### src/rtl/fpu_pkg.sv
// -----------------------------------------------------------------------------
// fpu_pkg
// Shared bfloat16 definitions for the FPU blocks: field layout, format
// constants, special encodings, the accumulator state enum and small
// classification helpers.
// No ports (package).
// -----------------------------------------------------------------------------
package fpu_pkg;

    localparam int BF16_EXP_W  = 8;
    localparam int BF16_FRAC_W = 7;
    localparam int BF16_BIAS   = 127;

    localparam logic [15:0] BF16_QNAN  = 16'h7FC0;
    localparam logic [15:0] BF16_PINF  = 16'h7F80;
    localparam logic [15:0] BF16_NINF  = 16'hFF80;
    localparam logic [15:0] BF16_MAXF  = 16'h7F7F;
    localparam logic [15:0] BF16_NMAXF = 16'hFF7F;

    typedef struct packed {
        logic                   sign;
        logic [BF16_EXP_W-1:0]  exp;
        logic [BF16_FRAC_W-1:0] frac;
    } bf16_t;

    typedef enum logic [1:0] {
        IDLE,
        ALIGN,
        ADD,
        NORM
    } accum_state_e;

    function automatic logic is_nan(input bf16_t v);
        return (v.exp == 8'hFF) && (v.frac != '0);
    endfunction

    function automatic logic is_inf(input bf16_t v);
        return (v.exp == 8'hFF) && (v.frac == '0);
    endfunction

endpackage

### src/rtl/bf16_accum_lzc.sv
// -----------------------------------------------------------------------------
// bf16_lzc
// Combinational leading-zero counter used to renormalise the accumulator sum.
// Ports:
//   value  in   W    word to scan from the MSB down
//   count  out  CW   number of leading zeros (W when value is all zero)
// -----------------------------------------------------------------------------
module bf16_lzc #(
    parameter int W  = 11,
    parameter int CW = $clog2(W + 1)
) (
    input  logic [W-1:0]  value,
    output logic [CW-1:0] count
);

    // Scan LSB to MSB so the highest set bit is the last one to write count.
    always_comb begin
        count = CW'(W);
        for (int i = 0; i < W; i++) begin
            if (value[i]) begin
                count = CW'(W - 1 - i);
            end
        end
    end

endmodule

### src/rtl/bf16_accum.sv
// -----------------------------------------------------------------------------
// bf16_accum
// Multi-cycle bfloat16 accumulator: acc <= acc + operand, one operand every
// four cycles (IDLE -> ALIGN -> ADD -> NORM), round to nearest even, no
// denormals, sticky overflow and NaN status.
// Ports:
//   clk_i       in   1   clock, rising edge
//   rst_i       in   1   asynchronous active-high reset
//   clear_i     in   1   synchronous clear of accumulator/flags, aborts work
//   in_valid_i  in   1   operand valid
//   in_ready_o  out  1   high in IDLE when no clear is requested
//   in_data_i   in   16  bf16 operand, sampled on accept only
//   acc_o       out  16  registered accumulator value
//   done_o      out  1   one-cycle pulse when acc_o has just been updated
//   ovf_o       out  1   sticky overflow since reset/clear
//   nan_o       out  1   sticky: accumulator holds NaN
// -----------------------------------------------------------------------------
module bf16_accum
    import fpu_pkg::*;
#(
    parameter int GUARD_BITS = 3,
    parameter bit SAT_ON_OVF = 1'b0
) (
    input  logic        clk_i,
    input  logic        rst_i,
    input  logic        clear_i,
    input  logic        in_valid_i,
    output logic        in_ready_o,
    input  logic [15:0] in_data_i,
    output logic [15:0] acc_o,
    output logic        done_o,
    output logic        ovf_o,
    output logic        nan_o
);

    // Extended mantissa: hidden one, fraction, guard/round/sticky bits.
    localparam int MW  = 1 + BF16_FRAC_W + GUARD_BITS;
    localparam int LZW = $clog2(MW + 1);

    accum_state_e state_q, state_next;

    logic [15:0]   acc_q, op_q, spec_val_q;
    logic          done_q, ovf_q, nan_q;
    logic [MW-1:0] big_mant_q, small_mant_q;
    logic [7:0]    exp_q;
    logic          sign_q, sub_q, spec_q, spec_nan_q;
    logic [MW:0]   sum_q;

    bf16_t         acc_f, op_f;
    logic [MW-1:0] mant_a, mant_b, big_mant, small_mant, shifted, aligned;
    logic [7:0]    big_exp, small_exp, diff;
    logic          a_is_big, big_sign, small_sign, lost;
    logic          a_nan, b_nan, a_inf, b_inf, spec, spec_nan;
    logic [15:0]   spec_val;

    logic [LZW-1:0]    lz;
    logic [MW-1:0]     norm;
    logic signed [9:0] exp_n, exp_r;
    logic              guard_b, rest_b, lsb_b, round_up, norm_ovf;
    logic [8:0]        rnd;
    logic [6:0]        frac_r;
    logic [15:0]       norm_result;

    assign acc_f      = acc_q;
    assign op_f       = op_q;
    assign in_ready_o = (state_q == IDLE) & ~clear_i;
    assign acc_o      = acc_q;
    assign done_o     = done_q;
    assign ovf_o      = ovf_q;
    assign nan_o      = nan_q;

    // State register; reset and clear both land in IDLE.
    always_ff @(posedge clk_i or posedge rst_i) begin
        if (rst_i) begin
            state_q <= IDLE;
        end else begin
            state_q <= state_next;
        end
    end

    // Fixed four-step walk once an operand is taken; clear wins from any state.
    always_comb begin
        state_next = state_q;
        if (clear_i) begin
            state_next = IDLE;
        end else begin
            case (state_q)
                IDLE:    if (in_valid_i) state_next = ALIGN;
                ALIGN:   state_next = ADD;
                ADD:     state_next = NORM;
                NORM:    state_next = IDLE;
                default: state_next = IDLE;
            endcase
        end
    end

    // Alignment: order the two operands by magnitude, shift the smaller one
    // right and fold every bit that falls off into the sticky LSB. Zeros get
    // a zero mantissa so they never contribute a hidden one. Specials are
    // resolved here and simply carried through the later stages.
    always_comb begin
        mant_a     = (acc_f.exp == '0) ? '0 : {1'b1, acc_f.frac, {GUARD_BITS{1'b0}}};
        mant_b     = (op_f.exp == '0)  ? '0 : {1'b1, op_f.frac, {GUARD_BITS{1'b0}}};
        a_is_big   = (acc_f.exp > op_f.exp) || ((acc_f.exp == op_f.exp) && (mant_a >= mant_b));
        big_exp    = a_is_big ? acc_f.exp  : op_f.exp;
        small_exp  = a_is_big ? op_f.exp   : acc_f.exp;
        big_mant   = a_is_big ? mant_a     : mant_b;
        small_mant = a_is_big ? mant_b     : mant_a;
        big_sign   = a_is_big ? acc_f.sign : op_f.sign;
        small_sign = a_is_big ? op_f.sign  : acc_f.sign;
        diff       = big_exp - small_exp;
        if (diff >= 8'(MW)) begin
            shifted = '0;
            lost    = |small_mant;
        end else begin
            shifted = small_mant >> diff;
            lost    = |(small_mant & ((MW'(1) << diff) - MW'(1)));
        end
        aligned  = shifted | MW'(lost);

        a_nan    = is_nan(acc_f);
        b_nan    = is_nan(op_f);
        a_inf    = is_inf(acc_f);
        b_inf    = is_inf(op_f);
        spec     = a_nan | b_nan | a_inf | b_inf;
        spec_nan = a_nan | b_nan | (a_inf & b_inf & (acc_f.sign ^ op_f.sign));
        spec_val = spec_nan ? BF16_QNAN : (a_inf ? acc_q : op_q);
    end

    bf16_lzc #(
        .W (MW),
        .CW(LZW)
    ) u_lzc (
        .value(sum_q[MW-1:0]),
        .count(lz)
    );

    // Normalisation and rounding: a carry shifts right by one (keeping the
    // sticky), otherwise shift the leading one up to the MSB. Round to nearest
    // even needs GUARD_BITS >= 2 so that guard and the rest are distinct.
    // The exponent is kept signed and wide so both overflow and underflow
    // are visible before it is packed back into 8 bits.
    always_comb begin
        if (sum_q[MW]) begin
            norm    = sum_q[MW:1];
            norm[0] = sum_q[1] | sum_q[0];
            exp_n   = $signed({2'b00, exp_q}) + 10'sd1;
        end else begin
            norm  = sum_q[MW-1:0] << lz;
            exp_n = $signed({2'b00, exp_q}) - $signed({{(10-LZW){1'b0}}, lz});
        end
        guard_b  = norm[GUARD_BITS-1];
        rest_b   = |norm[GUARD_BITS-2:0];
        lsb_b    = norm[GUARD_BITS];
        round_up = guard_b & (rest_b | lsb_b);
        rnd      = {1'b0, norm[MW-1:GUARD_BITS]} + 9'(round_up);
        if (rnd[8]) begin
            exp_r  = exp_n + 10'sd1;
            frac_r = '0;
        end else begin
            exp_r  = exp_n;
            frac_r = rnd[6:0];
        end

        norm_ovf = 1'b0;
        if (spec_q) begin
            norm_result = spec_val_q;
        end else if (sum_q == '0) begin
            norm_result = 16'h0000;
        end else if (exp_r >= 10'sd255) begin
            norm_ovf = 1'b1;
            if (SAT_ON_OVF) begin
                norm_result = sign_q ? BF16_NMAXF : BF16_MAXF;
            end else begin
                norm_result = sign_q ? BF16_NINF : BF16_PINF;
            end
        end else if (exp_r <= 10'sd0) begin
            norm_result = {sign_q, 15'h0000};
        end else begin
            norm_result = {sign_q, exp_r[7:0], frac_r};
        end
    end

    // Datapath registers between the stages plus the architectural state.
    // A clear drops whatever is in flight because the FSM returns to IDLE
    // and the accumulator is never written by the abandoned operation.
    always_ff @(posedge clk_i or posedge rst_i) begin
        if (rst_i) begin
            acc_q        <= '0;
            op_q         <= '0;
            done_q       <= 1'b0;
            ovf_q        <= 1'b0;
            nan_q        <= 1'b0;
            big_mant_q   <= '0;
            small_mant_q <= '0;
            exp_q        <= '0;
            sign_q       <= 1'b0;
            sub_q        <= 1'b0;
            spec_q       <= 1'b0;
            spec_nan_q   <= 1'b0;
            spec_val_q   <= '0;
            sum_q        <= '0;
        end else if (clear_i) begin
            acc_q  <= '0;
            done_q <= 1'b0;
            ovf_q  <= 1'b0;
            nan_q  <= 1'b0;
        end else begin
            done_q <= 1'b0;
            case (state_q)
                IDLE: begin
                    if (in_valid_i) op_q <= in_data_i;
                end
                ALIGN: begin
                    big_mant_q   <= big_mant;
                    small_mant_q <= aligned;
                    exp_q        <= big_exp;
                    sign_q       <= big_sign;
                    sub_q        <= big_sign ^ small_sign;
                    spec_q       <= spec;
                    spec_nan_q   <= spec_nan;
                    spec_val_q   <= spec_val;
                end
                ADD: begin
                    sum_q <= sub_q ? ({1'b0, big_mant_q} - {1'b0, small_mant_q})
                                   : ({1'b0, big_mant_q} + {1'b0, small_mant_q});
                end
                NORM: begin
                    acc_q  <= norm_result;
                    done_q <= 1'b1;
                    if (norm_ovf) ovf_q <= 1'b1;
                    if (spec_q & spec_nan_q) nan_q <= 1'b1;
                end
                default: ;
            endcase
        end
    end

endmodule
### config.mk
export PLATFORM = sky130hd
export DESIGN_NAME = bf16_accum
export DESIGN_NICKNAME = d
export VERILOG_FILES = /design/src/rtl/fpu_pkg.sv /design/src/rtl/bf16_accum_lzc.sv /design/src/rtl/bf16_accum.sv
export SDC_FILE = /design/constraint.sdc
export NUM_CORES = 1
export LEC_CHECK = 0
export ABC_AREA = 1
export BUFFER_PORTS_ARGS = -buffer_cell sky130_fd_sc_hd__buf_2
export CAP_MARGIN = 5
export CORE_UTILIZATION = 65
export CTS_CLUSTER_SIZE = 16
export DETAILED_ROUTE_END_ITERATION = 8
export GPL_ROUTABILITY_DRIVEN = 0
export MAX_ROUTING_LAYER = met4
export PLACE_DENSITY = 0.86
export SETUP_SLACK_MARGIN = 0.3
export SYNTH_ARGS = -nofsm -noshare
export SYNTH_HDL_FRONTEND = slang
export SYNTH_SLANG_ARGS = --single-unit
### constraint.sdc
create_clock -name clk_i -period 9.35 [get_ports clk_i]
set_input_delay 0.935 -clock clk_i [delete_from_list [all_inputs] [get_ports clk_i]]
set_output_delay 0.935 -clock clk_i [all_outputs]
set_load 0.05 [all_outputs]
Word-level counts from Yosys, hierarchy flattened
Index checks and enable logic that the tools add are counted.
{"block": "op_classes", "muxes": 49, "magnitude_cmp": 5, "shift": 3, "reduce_logical": 25, "eq_ne": 7, "add_sub_neg": 8, "bitwise_logic": 16}
{"op": "two-way mux 16 bit", "count": 8}
{"op": "two-way mux 11 bit", "count": 6}
{"op": "two-way mux 4 bit", "count": 8}
{"op": "OR reduction 11 bit", "count": 2}
{"op": "two-way mux 10 bit", "count": 2}
{"op": "== test 8 bit, second input constant", "count": 2}
{"op": "logical NOT 8 bit", "count": 2}
{"op": "two-way mux 8 bit", "count": 2}
{"op": "two-way mux 1 bit", "count": 15}
{"op": "two-way mux 15 bit", "count": 1}
{"op": "logical NOT 7 bit", "count": 2}
{"op": "nonzero test 7 bit", "count": 2}
{"op": "adder 11 x 11 -> 12 bit", "count": 1}
{"op": "logical NOT 12 bit", "count": 1}
{"op": "two-way mux 12 bit", "count": 1}
{"op": "subtractor 11 x 11 -> 12 bit", "count": 1}
{"op": "bitwise AND 11 bit", "count": 1}
{"op": "greater-or-equal comparator 11 bit", "count": 1}
{"op": "bitwise OR 11 x 1 -> 11 bit", "count": 1}
{"op": "<< shifter 1 x 8 -> 11 bit, first input constant", "count": 1}
{"op": "<< shifter 11 x 4 -> 11 bit", "count": 1}
{"op": "right shift 11 x 8 -> 11 bit", "count": 1}
{"op": "subtractor 11 x 1 -> 11 bit, second input constant", "count": 1}
{"op": "adder 10 x 2 -> 10 bit, second input constant", "count": 1}
{"op": "other kinds (26)", "count": 49}
{"block": "totals", "wordCells": 128, "reg_bits": 99, "output_inout_bits": 20, "input_bits": 20}

Depth between registers and ports, before layout
Gate-level depths: netlist of the first run.
{"block": "logic_depth", "depth_word": 25, "depth_mapped": 33, "ltp_nobuf": 33}

Hierarchy
A second synthesis of the first run with hierarchy kept.
{"block": "unflattened", "hier_cells": 1138, "area_unflattened_um2": 7826.3}
{"module": "bf16_accum", "seq_area_each_um2": 2402.3, "cells_per_inst": 1110, "n_inst": 1, "area_each_um2": 7692.4}
{"module": "bf16_lzc", "seq_area_each_um2": 0.0, "cells_per_inst": 28, "n_inst": 1, "area_each_um2": 133.9}

Least setup slack after synthesis of the first run
No wires, ideal clock.
{"block": "synth_timing", "kind": "flip-flop to flip-flop", "from": "register acc_q[13], in the netlist acc_o[13]", "to": "register small_mant_q[2]", "arrival_time_ns": 3.840, "path_stages_with_launch": 29, "setup_ns": 0.066, "t_required_ns": 9.284, "slack_ns": 5.445, "n_path_buf": 0, "synth_period_minus_slack_ns": 3.905, "path_cell_list": "dfrtp_1 inv_1 nand4_1 nor2_1 inv_1 ha_1 nand2_1 nor3b_1 nor3_2 nand2_2 nand2_4 nand2_1 nand3_1 ha_1 inv_1 nand2_2 nand2_1 nand3_1 nand2_1 nand2_1 nor2_2 nand2_1 nor2_1 nand2_1 nor2_1 nand2_1 o21ai_0 nand2_1 nand2_1"}
{"block": "synth_via", "elab_chain_cells": 10, "word_cells_on_any_way": 15, "classes_between": "add/sub: 1; order compare: 3; eq/ne: 1; shift: 1; mux: 5; bitwise: 1; reduce/logical: 3"}
{"item": "from (decl)", "line": "bf16_accum.sv:42", "text": "logic [15:0] acc_q, op_q, spec_val_q;"}
{"item": "from (signal assigned)", "line": "bf16_accum.sv:229", "text": "acc_q <= norm_result;"}
{"item": "logical NOT 8 bit", "line": "bf16_accum.sv:102", "text": "mant_a = (acc_f.exp == '0) ? '0 : {1'b1, acc_f.frac, {GUARD_BITS{1'b0}}};"}
{"item": "two-way mux 11 bit", "line": "bf16_accum.sv:102"}
{"item": "greater-or-equal comparator 11 bit", "line": "bf16_accum.sv:104", "text": "a_is_big = (acc_f.exp > op_f.exp) || ((acc_f.exp == op_f.exp) && (mant_a >= mant_b));"}
{"item": "logical AND 1 bit", "line": "bf16_accum.sv:104"}
{"item": "logical OR 1 bit", "line": "bf16_accum.sv:104"}
{"item": "two-way mux 8 bit, on equally long branches", "line": "bf16_accum.sv:105, bf16_accum.sv:106"}
{"item": "subtractor 8 bit", "line": "bf16_accum.sv:111", "text": "diff = big_exp - small_exp;"}
{"item": "greater-or-equal comparator 8 x 4 -> 1 bit / right shift 11 x 8 -> 11 bit (equally long branches)", "line": "bf16_accum.sv:112, bf16_accum.sv:116"}
{"item": "two-way mux 11 bit *", "line": "bf16_accum.sv:112", "text": "if (diff >= 8'(MW)) begin"}
{"item": "bitwise OR 11 x 1 -> 11 bit *", "line": "bf16_accum.sv:119", "text": "aligned = shifted | MW'(lost);"}
{"item": "to (signal assigned)", "line": "bf16_accum.sv:216", "text": "small_mant_q <= aligned;"}
{"item": "to (decl)", "line": "bf16_accum.sv:44", "text": "logic [MW-1:0] big_mant_q, small_mant_q;"}
Mark *: on every way between the ends. The rest lies on a longest branch, timed or not.
A chain may end at the register's enable or synchronous reset.

Final worst setup path of the first run
{"block": "layout_timing", "from": "register acc_q[9], in the netlist acc_o[9]", "to": "register small_mant_q[4]"}
The elaborated chain is that of the path after synthesis.

==> results.yml, run 1 <==
min_path:
  min_delay_path_depth: 1
  min-delay-path-class: "register to register"
drt:
  route.met2.wl_um: 9620
  vias: 8034
  final_antenna_net_count: 0
  topRoutingLayerUsed: "met4"
  drc: 1
  met3RoutedLength_um: 1890
  dr.first_iter.drc_count: 1055
  wl_met1_um: 9040
  drt_wl_total_um: 21200
  via_per_inst: 6.07
  routedWlPerCell_um: 16.0
  dr.pass1.iters: 7
floorplanning:
  fp.dieW_um: 112
  dieArea_sq_mm: 0.0125
  die_h_um: 112
  rows: 39
  top_level_ports: 40
  coreArea_sq_mm: 0.0116
  start_util_pct: 67.8
global_routing:
  grt_max_degree: 71
  grt_util_all_layers_pct: 36.6
  grt_overflow: 0
  grt_pass1_wl_um: 35500
  grt_pass1_vias: 7267
  antenna_found_initial: 0
clocking:
  clkSinkCount: 96
  cts_tree: "built"
  ctsHoldBuffers: 0
  path_clk_slew_ps: 70
  htree_num_levels: 3
  cts_resized: 0
  cts_buffers: 9
  clockBufferDepth: 2
  cts_root_buf: "clkbuf_16"
  cts_setup_buffers: 0
  clock_latency_ps: 350
final_layout:
  postLayoutCoreUtil_pct: 72.5
  syn_to_final_growth_pct: 6.94
  drive_gt1_share_pct: 9.48
  final_nets: 1234
  final_cell_mix: "nand2_1, inv_1, nand3_1"
  final_common_cell: "nand2_1"
  fillers: 962
  diodes: 0
power:
  p_leak_nw: 4.34
  ir_worst_vdd_v: 0.000199
  p_per_area_mw_per_mm2: 382
synth:
  async_flop_share_pct: 100
  syn_inst: 1152
  synth_flop_cell: "dfrtp_1"
  synth_edf_count: 0
  ys_warn_count: 0
  ys_types: 56
  avgSynthCellArea_sq_um: 6.80
  synth_nets: 1210
  yosys_register_bits: 96
  syn-cell-area_sq_mm: 0.00784
  yosysSeqAreaShare_pct: 30.6
timing:
  period_share_pct: 49.1
  tns_ps: 0
  worst_slack_ps: 4760
  hold_viol: 0
  rsz0062_at_grt: "false"
  fin_crit_ps: 4590
  hold-worst-slack_ps: 506
  fmax_mhz: 218
  max-slew-margin-rel_pct: 28.0
  skew_ps: 8.90
  setup_viol: 0
  final_max_slew_viol_count: 0
  tightest_slew_ps: 1080
worst_setup_path:
  worstPathMaxFanout: 19
  cp.required_ps: 9630
  crit_arrival_ps: 4870
  crit_type: "register to register"
  cp-end-kind: "register"
  cp-start-kind: "register"
  rr_worst_depth: 25
place:
  dp_hpwl_um: 16200
  numPortBuffers: 39
  dp_worst_setup_slack_ps: 4880
job:
  drv_cap: 0
run_status:
  violations: "design-rule violations"
  status: "finished, violations left"
## path summary, 6_finish.rpt
path,end,slack (ps),start
max reg2reg,small_mant_q[4],4760,acc_o[9]
min,big_mant_q[4],510,big_mant_q[4]
min in group asynchronous,op_f[11],550,rst_i
max in group asynchronous,state_q[0],7620,rst_i
min reg2reg,big_mant_q[4],510,big_mant_q[4]
max,small_mant_q[4],4760,acc_o[9]
## cell families after synthesis
family          share of synthesized area [%]
simple gates                             33.2
compound gates                           15.1
mux                                      1.13
fa+ha+maj                                6.16
flops                                    30.6
xor+xnor                                 3.77
buf+inv                                  9.98
## power by group
part           leakage [nW]  total [mW]  switching, mW  internal, mW
registers              1.18       0.702          0.147         0.555
clock network         0.135       0.355          0.167         0.189
logic                  3.03        2.14           1.45         0.695
## Yosys cell counts, types with 7 or more instances
cell type / count / share of area [%]
o21ai_0: 69 / 4.4
inv_1: 162 / 7.8
a21oi_1: 39 / 2.5
o21ai_1: 8 / 0.51
o22ai_1: 15 / 1.2
nor2_1: 108 / 5.2
o221ai_1: 7 / 0.78
nand4_1: 27 / 2.2
o211ai_1: 7 / 0.67
nand2_2: 12 / 0.96
o21a_1: 7 / 0.67
dfrtp_1: 96 / 31
a31oi_1: 11 / 0.88
nand2_1: 273 / 13
xor2_1: 24 / 2.7
mux2_2: 7 / 1.0
ha_1: 37 / 5.9
clkbuf_1: 23 / 1.1
nor3_1: 15 / 0.96
nand3_1: 112 / 7.2
## layout make-up
cell class              count  area, sq um  share of cell area [%]
multi-input cells         855         4650                    55.5
flip-flops and latches     96         2400                    28.7
inverters                 172          648                    7.73
clock buffers              10          239                    2.85
repair buffers             42          218                    2.60
well taps                 143          179                    2.13
clock inverters             6         42.5                   0.507
## metal layers
layer / global-route usage [%] / up-vias
li1: - / 3863
met1: 49.2 / 3673
met2: 56.6 / 420
met3: 4.63 / 78
met4: 13.9 / 0
met5: - / -
## state kept, by name, indices dropped and copies added, names as in the netlist
| name | cells |
|---|---|
| spec_nan_q | 1 |
| acc_o | 16 |
| op_f | 16 |
| sub_q | 1 |
| spec_q | 1 |
| exp_q | 8 |
| nan_o | 1 |
| spec_val_q | 16 |
| sum_q | 12 |
| small_mant_q | 11 |
| ovf_o | 1 |
| sign_q | 1 |
| big_mant_q | 8 |
| state_q | 2 |
| done_o | 1 |
## per-stage QoR
step / total power, mW / cell area [sq um] / instances
floorplan: 2.35 / 7840 / 1152
global placement: 2.74 / 8100 / 1308
detailed placement: 2.78 / 8100 / 1308
CTS: 3.14 / 8380 / 1324
global route: 3.50 / 8380 / 1324
finish: 3.20 / 8380 / 1324
## critical path, cell delays in order (launching register included)
cell and delay [ps]:
dfrtp_1 430, inv_1 140, nand4_1 140, nor2_1 480
inv_1 120, ha_1 340, nand2_1 70, nor3b_1 230
nor3_2 80, nand2_2 160, nand2_4 170, nand2_1 110
nand3_1 120, ha_1 200, inv_1 70, nand2_2 90
xor2_2 190, inv_1 290, nand2_1 150, o21ai_1 190
nand3_1 130, nor2_1 220, nand2_1 100, inv_1 120
nand3_1 90, nand3_1 90
Power figures use the tool's default switching activity.
==> run 2: changes to the inputs <==
ABC_AREA = 0   (was 1)
CORE_UTILIZATION = 57   (was 65)
PLACE_DENSITY = 0.8   (was 0.86)
clock period = 3.82 ns   (was 9.35 ns; I/O delays follow)
==> run 2 against run 1 <==
Global-route usage rose by 0.60 points. Via count rose by 8.1%. Flip-flop and latch count did not move. Count of clock-buffer cells in the layout did not move. Core utilization rose by 6.0 points. Highest routed layer unchanged. Setup slack got worse by 5300 ps. The run ends with negative setup slack left.
==> results.yml, run 2 <==
floorplanning:
  start_util_pct: 58.5
  fp.dieW_um: 119
  top_level_ports: 40
  dieArea_sq_mm: 0.0141
  coreArea_sq_mm: 0.0132
  die_h_um: 119
  rows: 42
drt:
  drt_wl_total_um: 26900
  final_antenna_net_count: 0
  vias: 8681
  routedWlPerCell_um: 20.6
  drc: 0
  via_per_inst: 6.65
  dr.first_iter.drc_count: 1375
  dr.pass1.iters: 6
global_routing:
  grtUsageMet3_pct: 5.50
  grtUsageMet2_pct: 58.4
  grt_pass1_vias: 7950
  busiest_layer: "met2"
  grt_use_met1_pct: 48.2
  grt_pass1_wl_um: 40300
  grt_max_degree: 77
  antenna_found_initial: 0
  grt_util_all_layers_pct: 37.2
  grt_overflow: 0
worst_setup_path:
  cp-start-kind: "register"
  cp.required_ps: 4030
  cp-end-kind: "register"
  worstPathMaxFanout: 8
  crit_type: "register to register"
  crit_arrival_ps: 4550
synth:
  ys_top_cells_by_area: "dfrtp_1, ha_1, nand2_1"
  synth_compound_area_share_pct: 25.7
  async_flop_share_pct: 100
  synth_top_family_by_area: "compound AO/OA/AOI/OAI gates"
  avgSynthCellArea_sq_um: 8.31
  netlist.area_leader.share_pct: 31.0
  synth_flop_cell: "dfrtp_1"
  synth_mux_area_share_pct: 5.70
  syn-cell-area_sq_mm: 0.00774
  netlist_top_cells_count: "nand2_1, dfrtp_1, nor2_1"
  yosysMostFrequentCell: "nand2_1"
  syn_inst: 932
  ys_types: 85
  synth_nets: 990
  post-synth-top-area-cell: "dfrtp_1"
  synth_edf_count: 0
  yosysSeqAreaShare_pct: 31.0
  synthAdderAreaFrac_pct: 6.24
  yosys.area_share.simple_pct: 21.0
  ys_warn_count: 0
  synth_xor_area_share_pct: 5.19
  yosys_register_bits: 96
clocking:
  clock_latency_ps: 350
  path_clk_slew_ps: 70
  htree_num_levels: 3
  cts_tree: "built"
  cts_buffers: 9
  ctsHoldBuffers: 0
  clockBufferDepth: 2
  cts_root_buf: "clkbuf_16"
  clkSinkCount: 96
run_status:
  status: "finished, violations left"
  violations: "negative setup slack"
place:
  dp_hpwl_um: 17400
  numPortBuffers: 39
timing:
  hold_viol: 0
  fmax_mhz: 231
  rsz0062_at_grt: "true"
  period_share_pct: 113
  tightest_slew_ps: 1070
  fin_crit_ps: 4330
  setup_viol: 11
  worst_slack_ps: -514
  tns_ps: -3720
  skew_ps: 11.3
  final_max_slew_viol_count: 0
  max-slew-margin-rel_pct: 28.4
final_layout:
  final_cell_mix: "buf_4, nand2_1, dfrtp_1"
  final_common_cell: "buf_4"
  drive_gt1_share_pct: 37.3
  final_nets: 1182
  syn_to_final_growth_pct: 34.2
  diodes: 0
min_path:
  min-delay-path-class: "input pin to async pin"
job:
  drv_cap: 0
-- run 2: repair_timing --
action,in CTS,in global routing
setup buffers,22,12
cloned,3,0
resized for setup,97,50
endpoints found under the setup margin,27,27
endpoints found under the hold margin,0,0
pin swaps,44,35
-- run 2: final cells by class --
class,count,area (sq um)
Multi-Input combinational cell,741,5620
Fill cell,809,2850
Tap cell,176,220
Inverter,43,166
Clock buffer,10,239
Sequential cell,96,2420
Timing Repair Buffer,233,1680
Clock inverter,6,50.0
-- run 2: cells by family after synthesis --
kind of cell / after synthesis
AOI/OAI and AO/OA: 279
adders and majority gates: 38
buffers and inverters: 96
xor gates and xnor gates: 45
DFF: 96
muxes: 39
and+or+nand+nor: 339
-- run 2: metrics by stage --
step	setup slack (ps)	hold WS [ps]	cell area [sq um]	cells	utilization, %
floorplan	-356	451	7870	932	-
global placement	-295	475	9200	1252	69.5
detailed placement	-432	490	9200	1252	69.5
CTS	-234	257	10100	1293	76.3
global route	-658	256	10400	1305	78.5
finish	-514	227	10400	1305	78.5
-- run 2: worst paths after layout --
kind,cells past startpoint,from,slack (ps),end
setup / recovery,21,acc_o[14],-510,small_mant_q[0]
max in group asynchronous,3,rst_i,2780,op_f[3]
hold reg to reg,2,big_mant_q[4],500,big_mant_q[4]
setup reg to reg,21,acc_o[14],-510,small_mant_q[0]
min in group clk_i,2,in_data_i[13],260,op_f[13]
hold / removal,2,rst_i,230,done_o
-- run 2: critical path, stage by stage (launching register included) --
cell and delay, ps:
dfrtp_2 430, nor4_4 310, nand2_2 130, buf_6 160, nand2_4 70, inv_4 50
ha_4 250, o21a_1 180, nor2_2 70, o311a_4 390, nor2_4 130, mux2i_4 260
inv_2 80, ha_4 170, a211oi_4 210, buf_4 160, xor2_1 160, buf_4 180
mux2i_1 80, a211oi_1 390, o221ai_2 160, a2bb2oi_2 160
-- run 2: layer usage --
layer | up-vias | part of all wire, %
met1 | 4089 | 38
met3 | 143 | 10
met4 | 0 | 4.6
li1 | 3805 | -
met5 | - | 0
met2 | 644 | 47
Power of run 2 is not shown: default switching activity piles up to over one toggle a cycle in this logic, so the estimate is an artifact.
